[src/rtl/drw_regctrl_pkg.sv]
// Shared register map and bit positions for the multi-channel draw register controller.
package drw_regctrl_pkg;

    localparam int unsigned DATA_W = 32;

    localparam logic [4:0] OFF_CTRL    = 5'h00;
    localparam logic [4:0] OFF_STAT    = 5'h04;
    localparam logic [4:0] OFF_BUFSTAT = 5'h08;
    localparam logic [4:0] OFF_CMD     = 5'h0C;
    localparam logic [4:0] OFF_INT     = 5'h10;

    localparam logic [15:0] CH_STRIDE = 16'h0020;

    localparam int unsigned BIT_EXE    = 0;
    localparam int unsigned BIT_RST    = 1;
    localparam int unsigned BIT_BUSY   = 0;
    localparam int unsigned BIT_OVF    = 16;
    localparam int unsigned BIT_FULL   = 17;
    localparam int unsigned BIT_EMPTY  = 16;
    localparam int unsigned BIT_INTEN  = 0;
    localparam int unsigned BIT_INTCLR = 1;
    localparam int unsigned BIT_PEND   = 1;

endpackage

[src/rtl/drw_cmdfifo.sv]
// First-word fall-through command FIFO; storage is not reset, only pointers and count.
module drw_cmdfifo #(
    parameter int unsigned DEPTH = 16,
    parameter int unsigned W     = 32
) (
    input  logic                         i_clk,
    input  logic                         i_rstn,
    input  logic                         i_push,
    input  logic [W-1:0]                 i_din,
    input  logic                         i_pop,
    input  logic                         i_flush,
    output logic [W-1:0]                 o_dout,
    output logic [$clog2(DEPTH):0]       o_count,
    output logic                         o_full,
    output logic                         o_empty
);
    localparam int unsigned AW = $clog2(DEPTH);
    localparam int unsigned CW = AW + 1;

    logic [W-1:0]  r_mem [DEPTH];
    logic [AW-1:0] r_wr_ptr;
    logic [AW-1:0] r_rd_ptr;
    logic [CW-1:0] r_cnt;
    logic          w_do_push;
    logic          w_do_pop;

    // Fullness is judged on the pre-edge count, so a same-cycle pop never frees a slot.
    assign o_full    = (r_cnt == CW'(DEPTH));
    assign o_empty   = (r_cnt == '0);
    assign w_do_push = i_push && !o_full && !i_flush;
    assign w_do_pop  = i_pop && !o_empty && !i_flush;

    always_ff @(posedge i_clk) begin
        if (!i_rstn) begin
            r_wr_ptr <= '0;
            r_rd_ptr <= '0;
            r_cnt    <= '0;
        end else if (i_flush) begin
            r_wr_ptr <= '0;
            r_rd_ptr <= '0;
            r_cnt    <= '0;
        end else begin
            if (w_do_push) r_wr_ptr <= r_wr_ptr + AW'(1);
            if (w_do_pop)  r_rd_ptr <= r_rd_ptr + AW'(1);
            case ({w_do_push, w_do_pop})
                2'b10:   r_cnt <= r_cnt + CW'(1);
                2'b01:   r_cnt <= r_cnt - CW'(1);
                default: r_cnt <= r_cnt;
            endcase
        end
    end

    always_ff @(posedge i_clk) begin
        if (w_do_push) r_mem[r_wr_ptr] <= i_din;
    end

    assign o_dout  = r_mem[r_rd_ptr];
    assign o_count = r_cnt;

endmodule

[src/rtl/drw_regctrl_multi.sv]
// Register front-end for NCH draw engines: control pulses, command FIFOs, status and interrupts.
module drw_regctrl_multi
    import drw_regctrl_pkg::*;
#(
    parameter int unsigned NCH        = 2,
    parameter int unsigned FIFO_DEPTH = 16,
    parameter logic [15:0] BASE_ADDR  = 16'h2000
) (
    input  logic                  CLK,
    input  logic                  RSTN,
    input  logic [15:0]           WRADDR,
    input  logic [3:0]            BYTEEN,
    input  logic                  WREN,
    input  logic [31:0]           WDATA,
    input  logic [15:0]           RDADDR,
    input  logic                  RDEN,
    output logic [31:0]           RDATA,
    input  logic [NCH-1:0]        DRW_BUSY,
    input  logic [NCH-1:0]        DRW_DONE,
    output logic                  DRW_IRQ,
    output logic [NCH-1:0]        SOFT_RST,
    output logic [NCH-1:0]        DRW_START,
    output logic [NCH-1:0]        CMD_VALID,
    output logic [DATA_W*NCH-1:0] CMD_DATA,
    input  logic [NCH-1:0]        CMD_READY
);
    localparam int unsigned CW = $clog2(FIFO_DEPTH) + 1;

    logic [NCH-1:0]    r_start;
    logic [NCH-1:0]    r_srst;
    logic [NCH-1:0]    r_ovf;
    logic [NCH-1:0]    r_pend;
    logic [NCH-1:0]    r_inten;
    logic [NCH-1:0]    r_done_d;
    logic              r_irq;
    logic [31:0]       r_rdata;

    logic [NCH-1:0]    w_ctrl_wr;
    logic [NCH-1:0]    w_srst;
    logic [NCH-1:0]    w_push;
    logic [NCH-1:0]    w_int_wr;
    logic [NCH-1:0]    w_full;
    logic [NCH-1:0]    w_empty;
    logic [NCH-1:0]    w_rd_sel;
    logic [4:0]        w_rd_off [NCH];
    logic [CW-1:0]     w_count  [NCH];
    logic [DATA_W-1:0] w_dout   [NCH];
    logic [31:0]       w_rd_data;
    logic              w_unused_be;

    assign w_unused_be = ^BYTEEN[3:1];

    // Per-channel address decode and command FIFO.
    for (genvar c = 0; c < NCH; c++) begin : g_ch
        localparam logic [15:0] CH_BASE = BASE_ADDR + 16'(c) * CH_STRIDE;
        logic [15:0] w_wr_rel;
        logic [15:0] w_rd_rel;
        logic        w_wr_hit;

        assign w_wr_rel     = WRADDR - CH_BASE;
        assign w_rd_rel     = RDADDR - CH_BASE;
        assign w_wr_hit     = WREN && (w_wr_rel < CH_STRIDE);
        assign w_ctrl_wr[c] = w_wr_hit && (w_wr_rel[4:0] == OFF_CTRL) && BYTEEN[0];
        assign w_push[c]    = w_wr_hit && (w_wr_rel[4:0] == OFF_CMD);
        assign w_int_wr[c]  = w_wr_hit && (w_wr_rel[4:0] == OFF_INT) && BYTEEN[0];
        assign w_srst[c]    = w_ctrl_wr[c] && WDATA[BIT_RST];
        assign w_rd_sel[c]  = (w_rd_rel < CH_STRIDE);
        assign w_rd_off[c]  = w_rd_rel[4:0];

        drw_cmdfifo #(
            .DEPTH (FIFO_DEPTH),
            .W     (DATA_W)
        ) u_fifo (
            .i_clk   (CLK),
            .i_rstn  (RSTN),
            .i_push  (w_push[c]),
            .i_din   (WDATA),
            .i_pop   (CMD_READY[c]),
            .i_flush (w_srst[c]),
            .o_dout  (w_dout[c]),
            .o_count (w_count[c]),
            .o_full  (w_full[c]),
            .o_empty (w_empty[c])
        );

        assign CMD_DATA[DATA_W*c +: DATA_W] = w_dout[c];
        assign CMD_VALID[c]                 = !w_empty[c];
    end

    // Read mux; write-only and unmapped offsets return zero.
    always_comb begin
        w_rd_data = '0;
        for (int c = 0; c < NCH; c++) begin
            if (w_rd_sel[c]) begin
                case (w_rd_off[c])
                    OFF_STAT: begin
                        w_rd_data[BIT_OVF]  = r_ovf[c];
                        w_rd_data[BIT_BUSY] = DRW_BUSY[c];
                    end
                    OFF_BUFSTAT: begin
                        w_rd_data[BIT_FULL]  = w_full[c];
                        w_rd_data[BIT_EMPTY] = w_empty[c];
                        w_rd_data[15:0]      = 16'(w_count[c]);
                    end
                    OFF_INT: begin
                        w_rd_data[BIT_PEND]  = r_pend[c];
                        w_rd_data[BIT_INTEN] = r_inten[c];
                    end
                    default: ;
                endcase
            end
        end
    end

    always_ff @(posedge CLK) begin
        if (!RSTN) begin
            r_start  <= '0;
            r_srst   <= '0;
            r_ovf    <= '0;
            r_pend   <= '0;
            r_inten  <= '0;
            r_done_d <= '0;
            r_irq    <= 1'b0;
            r_rdata  <= '0;
        end else begin
            r_start  <= w_ctrl_wr & {NCH{WDATA[BIT_EXE]}};
            r_srst   <= w_srst;
            r_done_d <= DRW_DONE;
            r_irq    <= |(r_pend & r_inten);
            if (RDEN) r_rdata <= w_rd_data;
            for (int c = 0; c < NCH; c++) begin
                if (w_srst[c])                    r_ovf[c] <= 1'b0;
                else if (w_push[c] && w_full[c])  r_ovf[c] <= 1'b1;
                // Soft reset dominates; a new DONE edge beats a software clear.
                if (w_srst[c])                              r_pend[c] <= 1'b0;
                else if (DRW_DONE[c] && !r_done_d[c])       r_pend[c] <= 1'b1;
                else if (w_int_wr[c] && WDATA[BIT_INTCLR])  r_pend[c] <= 1'b0;
                if (w_int_wr[c]) r_inten[c] <= WDATA[BIT_INTEN];
            end
        end
    end

    assign RDATA     = r_rdata;
    assign DRW_IRQ   = r_irq;
    assign SOFT_RST  = r_srst;
    assign DRW_START = r_start;

endmodule

[config.mk]
export PLATFORM = sky130hd
export DESIGN_NAME = drw_regctrl_multi
export DESIGN_NICKNAME = d
export VERILOG_FILES = /design/src/rtl/drw_regctrl_pkg.sv /design/src/rtl/drw_cmdfifo.sv /design/src/rtl/drw_regctrl_multi.sv
export SDC_FILE = /design/constraint.sdc
export NUM_CORES = 1
export LEC_CHECK = 0
export ABC_AREA = 1
export ABC_CLOCK_PERIOD_IN_PS = 7860
export BUFFER_PORTS_ARGS = -buffer_cell sky130_fd_sc_hd__clkbuf_2
export CORE_AREA = 5 5 284 286
export CTS_CLUSTER_SIZE = 30
export DETAILED_ROUTE_END_ITERATION = 6
export DIE_AREA = 0 0 289 291
export PLACE_DENSITY = 0.81
export RECOVER_POWER = 50
export SLEW_MARGIN = 20
export SYNTH_ARGS = -nofsm -noshare
export SYNTH_HDL_FRONTEND = slang
export SYNTH_SLANG_ARGS = --single-unit
[constraint.sdc]
create_clock -name CLK -period 7.86 [get_ports CLK]
set_input_delay 0.393 -clock CLK [delete_from_list [all_inputs] [get_ports CLK]]
set_output_delay 0.393 -clock CLK [all_outputs]
set_load 0.01 [all_outputs]
* Yosys cells after proc, flatten, opt, wreduce, memory -nomap -nowiden *
Memory sizes are Yosys's and may differ from the RTL's. A register that Yosys moved wholly into a read port is not among the register bits.
Cells that the tools add are included.

storage, ports and cells
  bits in registers = 57
  bits in writable memories = 1,024
  memories = 2
  input port bits = 78
  word-level logic and storage cells = 127
  output and inout port bits = 103

memories
  name                  depth  bits a word  read ports  clocked after memory_dff  write ports  RTL line           source
  g_ch[0].u_fifo.r_mem  16     32           1           1                         1            drw_cmdfifo.sv:20  logic [W-1:0] r_mem [DEPTH];
  g_ch[1].u_fifo.r_mem  16     32           1           1                         1            drw_cmdfifo.sv:20

operators by class
  bitwise gates (word level) = 3
  reduce and logical (&&, ||, !) cells = 47
  equal/unequal tests = 16
  $add $sub $neg = 12
  magnitude comparators = 4
  mux-type cells = 26

operators with widths
  cell                      number
  $lt A16 B6 Y1 const B     4
  $sub A16 B14 Y16 const B  4
  $mux W18                  2
  $eq A5 B5 Y1 const B      6
  $logic_and A1 B1 Y1       28
  $eq A5 B4 Y1 const B      4
  $logic_not A5 Y1          4
  $pmux W5 S2               2
  $add A4 B1 Y4 const B     4
  $mux W4                   4
  $mux W14                  1
  $add A5 B1 Y5 const B     2
  $eq A5 B3 Y1 const B      2
  $mux W1                   10
  $sub A5 B1 Y5 const B     2
  $logic_not A1 Y1          8
  $pmux W1 S2               4
  $reduce_bool A2 Y1        4
  $pmux W1 S3               2
  $reduce_or A2 Y1          3
  $and A2 B2 Y2             2
  $eq A2 B1 Y1 const B      2
  $eq A2 B2 Y1 const B      2
  $mux W3                   1
  $not A1 Y1                1

* Depth between registers and ports, before layout *
Gate-level depths: netlist of run 1.

  depth after elaboration = 10
  gate-level depth with buffers = 21
  gate-level depth less buffers = 21

* By module *
From an unflattened synthesis of run 1, not the netlist that was laid out.

second synthesis, totals
  cell total of the unflattened synthesis = 3,238
  area, all modules = 44,589.0 sq um

modules (own cells, without submodules)
  module                        area an instance (sq um)  instances  cells each  sequential area each (sq um)
  drw_cmdfifo (g_ch[1].u_fifo)  21,514.4                  1          1,489       15,715.1
  drw_cmdfifo (g_ch[0].u_fifo)  21,406.8                  1          1,490       15,715.1
  drw_regctrl_multi             1,667.8                   1          259         400.4

* Least setup slack after synthesis of run 1 *
No wires, ideal clock.

  kind = input port to flip-flop
  from = input WRADDR[5]
  to = memory g_ch[1].u_fifo.r_mem[0][0], enable pin
  path buffers = 0
  arrival time = 2.926 ns
  stages on the path = 10
  required time = 7.439 ns
  setup slack = 4.513 ns
  cells stage by stage = inv_1 > ha_1 > nand2_1 > nor2_1 > nand3b_4 > nor2_8 > nand4_4 > inv_1 > nand2_1 > nor2_1

between the ends
  cells in the longest elaborated chain, start to end = 10
  elaborated cells on any way between the ends = 12
  those cells by class = add/sub: 1; order compare: 1; mux: 2; reduce/logical: 8

RTL lines
  element                            RTL line                 source
  start, declared                    drw_regctrl_multi.sv:11  input logic [15:0] WRADDR,
  $sub A16 B14 Y16 (*)               drw_regctrl_multi.sv:60  assign w_wr_rel = WRADDR - CH_BASE;
  $lt A16 B6 Y1 (*)                  drw_regctrl_multi.sv:62  assign w_wr_hit = WREN && (w_wr_rel < CH_STRIDE);
  $logic_and A1 B1 Y1 (*)            drw_regctrl_multi.sv:62
  $logic_and A1 B1 Y1 (2 in series)  drw_regctrl_multi.sv:63  assign w_ctrl_wr[c] = w_wr_hit && (w_wr_rel[4:0] == OFF_CTRL) && BYTEEN[0];
  $logic_and A1 B1 Y1                drw_regctrl_multi.sv:66  assign w_srst[c] = w_ctrl_wr[c] && WDATA[BIT_RST];
  $logic_not A1 Y1                   drw_cmdfifo.sv:30        assign w_do_push = i_push && !o_full && !i_flush;
  $logic_and A1 B1 Y1 (*)            drw_cmdfifo.sv:30
  $mux W1 (*)                        drw_cmdfifo.sv:54        if (w_do_push) r_mem[r_wr_ptr] <= i_din;
  $mux W1 (implied by the code) (*)  drw_cmdfifo.sv:54
  end, declared                      drw_cmdfifo.sv:20

Every way passes the cells marked *; elsewhere a longest branch is shown, timed or not.

==> out/metrics.csv, run 1 <==
metric;value;unit
multiInputGateArea;10060;µm²
drc_errors;0;
vias;26191;
synth_edf_count;1024;
violations;capacitance limit, slew limit;
ys_warn_count;0;
end_kind;output pin;
final.fill_count;5415;
final_util;62.60;%
synth_most_common_cell;edfxtp_1;
yosysSeqAreaShare;72.52;%
clock_skew;0.01844;ns
root_buffer;clkbuf_16;
ys_ff_latch;1078;
slew_viol_final;98;
worstPathMaxFanout;229;
synth_area;43890;µm²
cts_tree;yes;
rsz0062_at_grt;false;
dp_hpwl;50.16;mm
timing.fmax;249.8;MHz
h-tree-depth;3;
synth_ff_type;edfxtp_1;
port_buffers;152;
p_per_area;290.9;nW/µm²
final_antenna_net_count;0;
n_antenna_cell;0;
grt_pass1_wl;147.1;mm
period_needed;4.004;ns
crit_arrival;3.61;ns
gp_congestion;0.8142;
first_pass_iters;6;
synthTopCellsByCount;edfxtp_1, o21ai_0, inv_1;
core_area;78100;µm²
grt_pass1_vias;25626;
power;14.22;mW
crit_chain;buf_12, a21oi_1, o21ai_0, o21ai_0, o211ai_1, nand2_1, clkbuf_2;
clk_pin_slew;0.07;ns
holdCritPathClass;input port to flip-flop;
async_reset_ff_share;0;%
post-route-period-util;50.94;%
postCtsResizedCells;0;
grt_max_degree;230;
nets;3387;
synth_top_cell_area_share;70.06;%
cts_setup_buffers;0;
worstSkewPairLatency;0.65;ns
cpMostUsedCell;o21ai_0;
cts_hold_buf;2;
area_delta_synth_final;11.39;%
fin_tns_setup;0;ns
setup_viol;0;
syn_avg_cell_area;13.88;µm²
routed_wl;97.10;mm
cpPeakStageDelay;0.99;ns
drt_iter0_markers;3003;
via_per_inst;5.927;
grt_antenna_before_repair;0;
slew_headroom;-20.30;%
setup.worst_path.class;flip-flop to output pin;
initial_core_util;56.20;%
track_usage;22.68;%
ff_latch_area;31860;µm²
cts_num_sinks;1078;
overflow;0;
ys_top_cells_by_area;edfxtp_1, mux2i_1, o211ai_1;
die_w;289;µm
pre_cts_slack;4.296;ns
tightest_slew;1.805;ns
rows;103;
ios;181;
cts_made_buffers;101;
hold_viol_final;0;
synth_cell_types;54;
max-cap-violations;4;
die_area;84100;µm²
clock_path_buffers;3;
setup_slack;3.856;ns
synth_top_cell_by_area;edfxtp_1;
crit_path_top_delay_cell;dfxtp_4;
power.leakage;16.34;nW
drive_above_1_share;10.86;%
status;finished with violations;
cp.required;7.47;ns
die_h;291;µm
wl_per_cell;21.97;µm
ir_drop;0.2576;mV
synth_cells;3163;
startpoint_type;flip-flop;
==> sequential cells by signal (all words and copies together) (netlist names), named ones only <==
name	flops
DRW_START	2
g_ch.u_fifo.r_wr_ptr	8
r_inten	2
r_done_d	2
g_ch.u_fifo.o_count	10
g_ch.u_fifo.r_mem	1024
RDATA	7
g_ch.u_fifo.r_rd_ptr	8
r_ovf	2
SOFT_RST	2
DRW_IRQ	1
r_pend	2
==> cells by family (layout without fill, tap and decap cells) <==
kind of cell    Yosys count  after routing  share of synthesized area (%)
fa+ha+maj                24             24                         0.7013
simple gates            347            347                          3.669
flops                  1078           1078                          72.52
xor+xnor                  8              8                         0.1597
compound gates          906            906                          11.93
mux                     256            256                          5.838
other cells               1             25                       0.008544
buf+inv                 543            725                          5.171
==> worst paths after layout <==
check                                           startpoint                     endpoint  slack (ns)  depth (start not counted)
worst max register to register   g_ch[1].u_fifo.o_count[1]  g_ch[1].u_fifo.r_mem[7][11]        4.07                          7
worst max-delay path                             flip-flop                 CMD_DATA[55]        3.86                          7
worst min-delay path                                  RDEN                     RDATA[4]        0.06                          2
worst min register to register  g_ch[0].u_fifo.r_rd_ptr[3]                    flip-flop        0.46                          2
==> cell usage in the layout, fill, tap and decap left out, drive strengths merged, types with 3 or more instances in the layout <==
cell      count
a211oi        5
a21oi       294
a31oi         5
buf          50
bufinv       12
clkbuf      281
clkinv       37
clkinvlp      5
conb         25
dfxtp        54
edfxtp     1024
ha           23
inv         338
mux2i       256
nand2       149
nand3        89
nand4         9
nor2         82
nor3          7
nor4          4
o211ai      260
o21ai       336
or2           4
xnor2         3
xor2          5
==> worst max-delay path, delay by kind of cell, from the launching register on <==
kind	cells	cell delay, ns
AND/OR/NAND/NOR	1	0.18
flip-flops	1	0.99
AO/OA/AOI/OAI	4	0.64
buffers and inverters	2	0.83
==> power breakdown <==
part | leakage, nW | total, mW | switching (mW) | internal [mW]
clock network | 1.59 | 4.81 | 2.03 | 2.78
logic | 5.10 | 2.90 | 1.83 | 1.07
registers | 9.64 | 6.51 | 0.186 | 6.32
==> layer usage <==
metal  routed length, µm  track usage [%]  vias up
met5                   0                0        -
met4                3284            7.998        0
met3                7958            3.242      206
met2               47280            37.58     1283
met1               38580            31.07    12760
li1                    -                -    11942
==> layout make-up <==
class                      instances  share of cell area [%]
clock buffer                     129                   5.426
clock inverter                    58                   1.269
inverter                         334                   2.580
multi-input combinational       1566                   20.58
sequential                      1078                   65.16
tap                             1050                   2.687
timing repair buffer             204                   2.298
==> per-stage QoR <==
| step | hold WS [ns] | cells | cell area (µm²) |
|---|---|---|---|
| 6_report | 0.05519 | 4419 | 48890 |
| 5_1_grt | 0.04616 | 4419 | 48890 |
| 4_1_cts | 0.01263 | 4419 | 49000 |
| 3_5_place_dp | 0.4518 | 4230 | 45710 |
| 3_3_place_gp | 0.4458 | 4230 | 45710 |
| 2_1_floorplan | 0.4344 | 3187 | 43980 |
(Power assumes the default switching activity.)
==> run 2, diff against run 1 <==
Settings changed: ABC_CLOCK_PERIOD_IN_PS 7860 to 3580, CORE_AREA 5 5 284 286 to 5 5 286 288, DIE_AREA 0 0 289 291 to 0 0 291 293, PLACE_DENSITY 0.81 to 0.83.
Clock period 7.86 ns to 3.58 ns, I/O delays scaled along.
==> run 2 against run 1 <==
  * The flow still finishes with violations (capacitance limit, slew limit)
  * Total power grew 120%
  * Clock-buffer cell count shrank 5
  * Routed wire length grew 4.5%
  * Sequential share of layout area shrank 0.51 points
  * Cell count grew 1.0%
  * Clock power grew 110%
  * Critical path depth shrank 1
  * Die area grew 1.4%
==> out/metrics.csv, run 2 (synthesized netlist as in run 1, its figures left out) <==
metric;value;unit;change
cp.required;3.40;ns;was 7.47 ns
p_sw;9.100;mW;was 4.046 mW
drt_iter0_markers;3450;;was 3003
first_pass_iters;5;;was 6
max-cap-violations;15;;was 4
status;finished with violations;;unchanged
die_h;293;µm;was 291 µm
largest_reg_flops;1024;;unchanged
port_buffers;152;;unchanged
die_w;291;µm;was 289 µm
worstPathMaxFanout;36;;was 229
slew_headroom;-20.27;%;was -20.30%
stdcell_count;4463;;was 4419
setup.worst_path.class;flip-flop to output pin;;unchanged
post-route-period-util;88.35;%;
end_kind;output pin;;unchanged
clock_skew;0.02886;ns;was 0.01844 ns
routed_wl;101.4;mm;was 97.10 mm
worstSkewPairLatency;0.65;ns;about the same
fin_tns_setup;0;ns;unchanged
n_antenna_cell;0;;unchanged
overflow;0;;unchanged
grt_max_degree;129;;was 230
holdCritPathClass;input port to flip-flop;;unchanged
ir_drop;0.4417;mV;was 0.2576 mV
initial_core_util;55.83;%;was 56.20%
grt_pass1_wl;154.9;mm;was 147.1 mm
power.share.switching;29.42;%;was 28.45%
setup_viol;0;;unchanged
final_common_cell;edfxtp_1;;unchanged
r2r_slack;0.66;ns;was 4.07 ns
largest_register;g_ch.u_fifo.r_mem;;unchanged
p_clk_share;31.9;%;was 33.8%
gp_congestion;0.8074;;was 0.8142
clock_path_buffers;3;;unchanged
drc_errors;0;;unchanged
ios;181;;unchanged
via_per_inst;6.026;;was 5.927
wl_per_cell;22.73;µm;was 21.97 µm
final_cell_mix;edfxtp_1, o21ai_0, inv_1;;unchanged
final_util;62.68;%;was 62.60%
area_delta_synth_final;12.27;%;was 11.39%
intPower;21.83;mW;was 10.17 mW
grt_pass1_vias;27034;;was 25626
pre_cts_slack;0.5291;ns;was 4.296 ns
startpoint_type;flip-flop;;unchanged
p_per_area;627.6;nW/µm²;was 290.9 nW/µm²
vias;26892;;was 26191
power.leakage;16.47;nW;was 16.34 nW
grt_antenna_before_repair;0;;unchanged
track_usage;23.13;%;was 22.68%
hold_viol_final;0;;unchanged
clk_pin_slew;0.06;ns;was 0.07 ns
rsz0062_at_grt;false;;unchanged
period_needed;3.163;ns;
dpl.cell_count;4263;;was 4230
cts_tree;yes;;unchanged
cts_made_buffers;99;;was 101
combPwrFrac;22.2;%;was 20.4%
p_seq_share;45.8;%;about the same
die_area;85260;µm²;was 84100 µm²
final.fill_count;5351;;was 5415
final_antenna_net_count;0;;unchanged
nets;3433;;was 3387
rows;103;;unchanged
violations;capacitance limit, slew limit;;unchanged
setup_slack;0.4171;ns;was 3.856 ns
timing.fmax;316.2;MHz;
slew_viol_final;465;;was 98
power;30.93;mW;was 14.22 mW
drive_above_1_share;11.31;%;was 10.86%
cts_num_sinks;1078;;unchanged
dp_hpwl;56.52;mm;was 50.16 mm
core_area;78610;µm²;was 78100 µm²
crit_arrival;2.98;ns;was 3.61 ns
root_buffer;clkbuf_16;;unchanged
h-tree-depth;3;;unchanged
tightest_slew;1.804;ns;was 1.805 ns
## run 2: cell type report
cell class | instances | area [µm²] | share of cell area [%]
multi-input combinational | 1566 | 10040 | 20.38
sequential | 1078 | 31860 | 64.65
timing repair buffer | 252 | 1764 | 3.580
clock buffer | 124 | 2656 | 5.391
inverter | 334 | 1261 | 2.559
tap | 1050 | 1314 | 2.666
clock inverter | 59 | 380.4 | 0.7719
## run 2: worst paths after layout
check,startpoint,cells after the start,to
max,flip-flop,6,CMD_DATA[9]
min,WRADDR[3],6,r_inten[1]
max reg2reg,g_ch[0].u_fifo.o_count[1],8,g_ch[0].u_fifo.r_mem[15][10]
min reg2reg,g_ch[0].u_fifo.r_rd_ptr[3],2,flip-flop
## run 2: layer usage
layer	up-vias	global-route usage, %	routed length (µm)
li1	12016	-	-
met1	13145	30.94	38540
met2	1527	39.37	50690
met3	204	3.288	8997
met4	0	8.329	3189
met5	-	0	0
## run 2: stage by stage
| step | cell area, µm² | hold slack, ns |
|---|---|---|
| floorplan | 43980 | 0.2725 |
| global placement | 46210 | 0.3805 |
| detailed placement | 46210 | 0.3812 |
| CTS | 49420 | 0.003286 |
| global route | 49280 | 0.08716 |
| finish | 49280 | 0.03142 |
## run 2: worst max-delay path, cell delays in order (launching register included)
cell and delay (ns):
dfxtp_4 0.67, inv_1 0.61, buf_4 0.44, o211ai_1 0.13
nand3_1 0.11, nand2_1 0.20, clkbuf_2 0.17
## run 2: power groups by stage
stage | sequential, mW | clock (mW) | combinational [mW]
CTS | 14.2 | 9.97 | 6.90
finish | 14.2 | 9.88 | 6.88
global route | 14.2 | 10.5 | 7.53
global placement | 14.4 | 0 | 6.53
floorplan | 14.2 | 0 | 4.89
detailed placement | 14.4 | 0 | 6.79
## run 2: what timing repair did
| action | in CTS | in global routing |
|---|---|---|
| hold buffers | 17 | 0 |
| setup endpoints to repair | 0 | 0 |
| endpoints found under the hold margin | 23 | 0 |
| setup buffers | 0 | 0 |
| resized for setup | 0 | 0 |
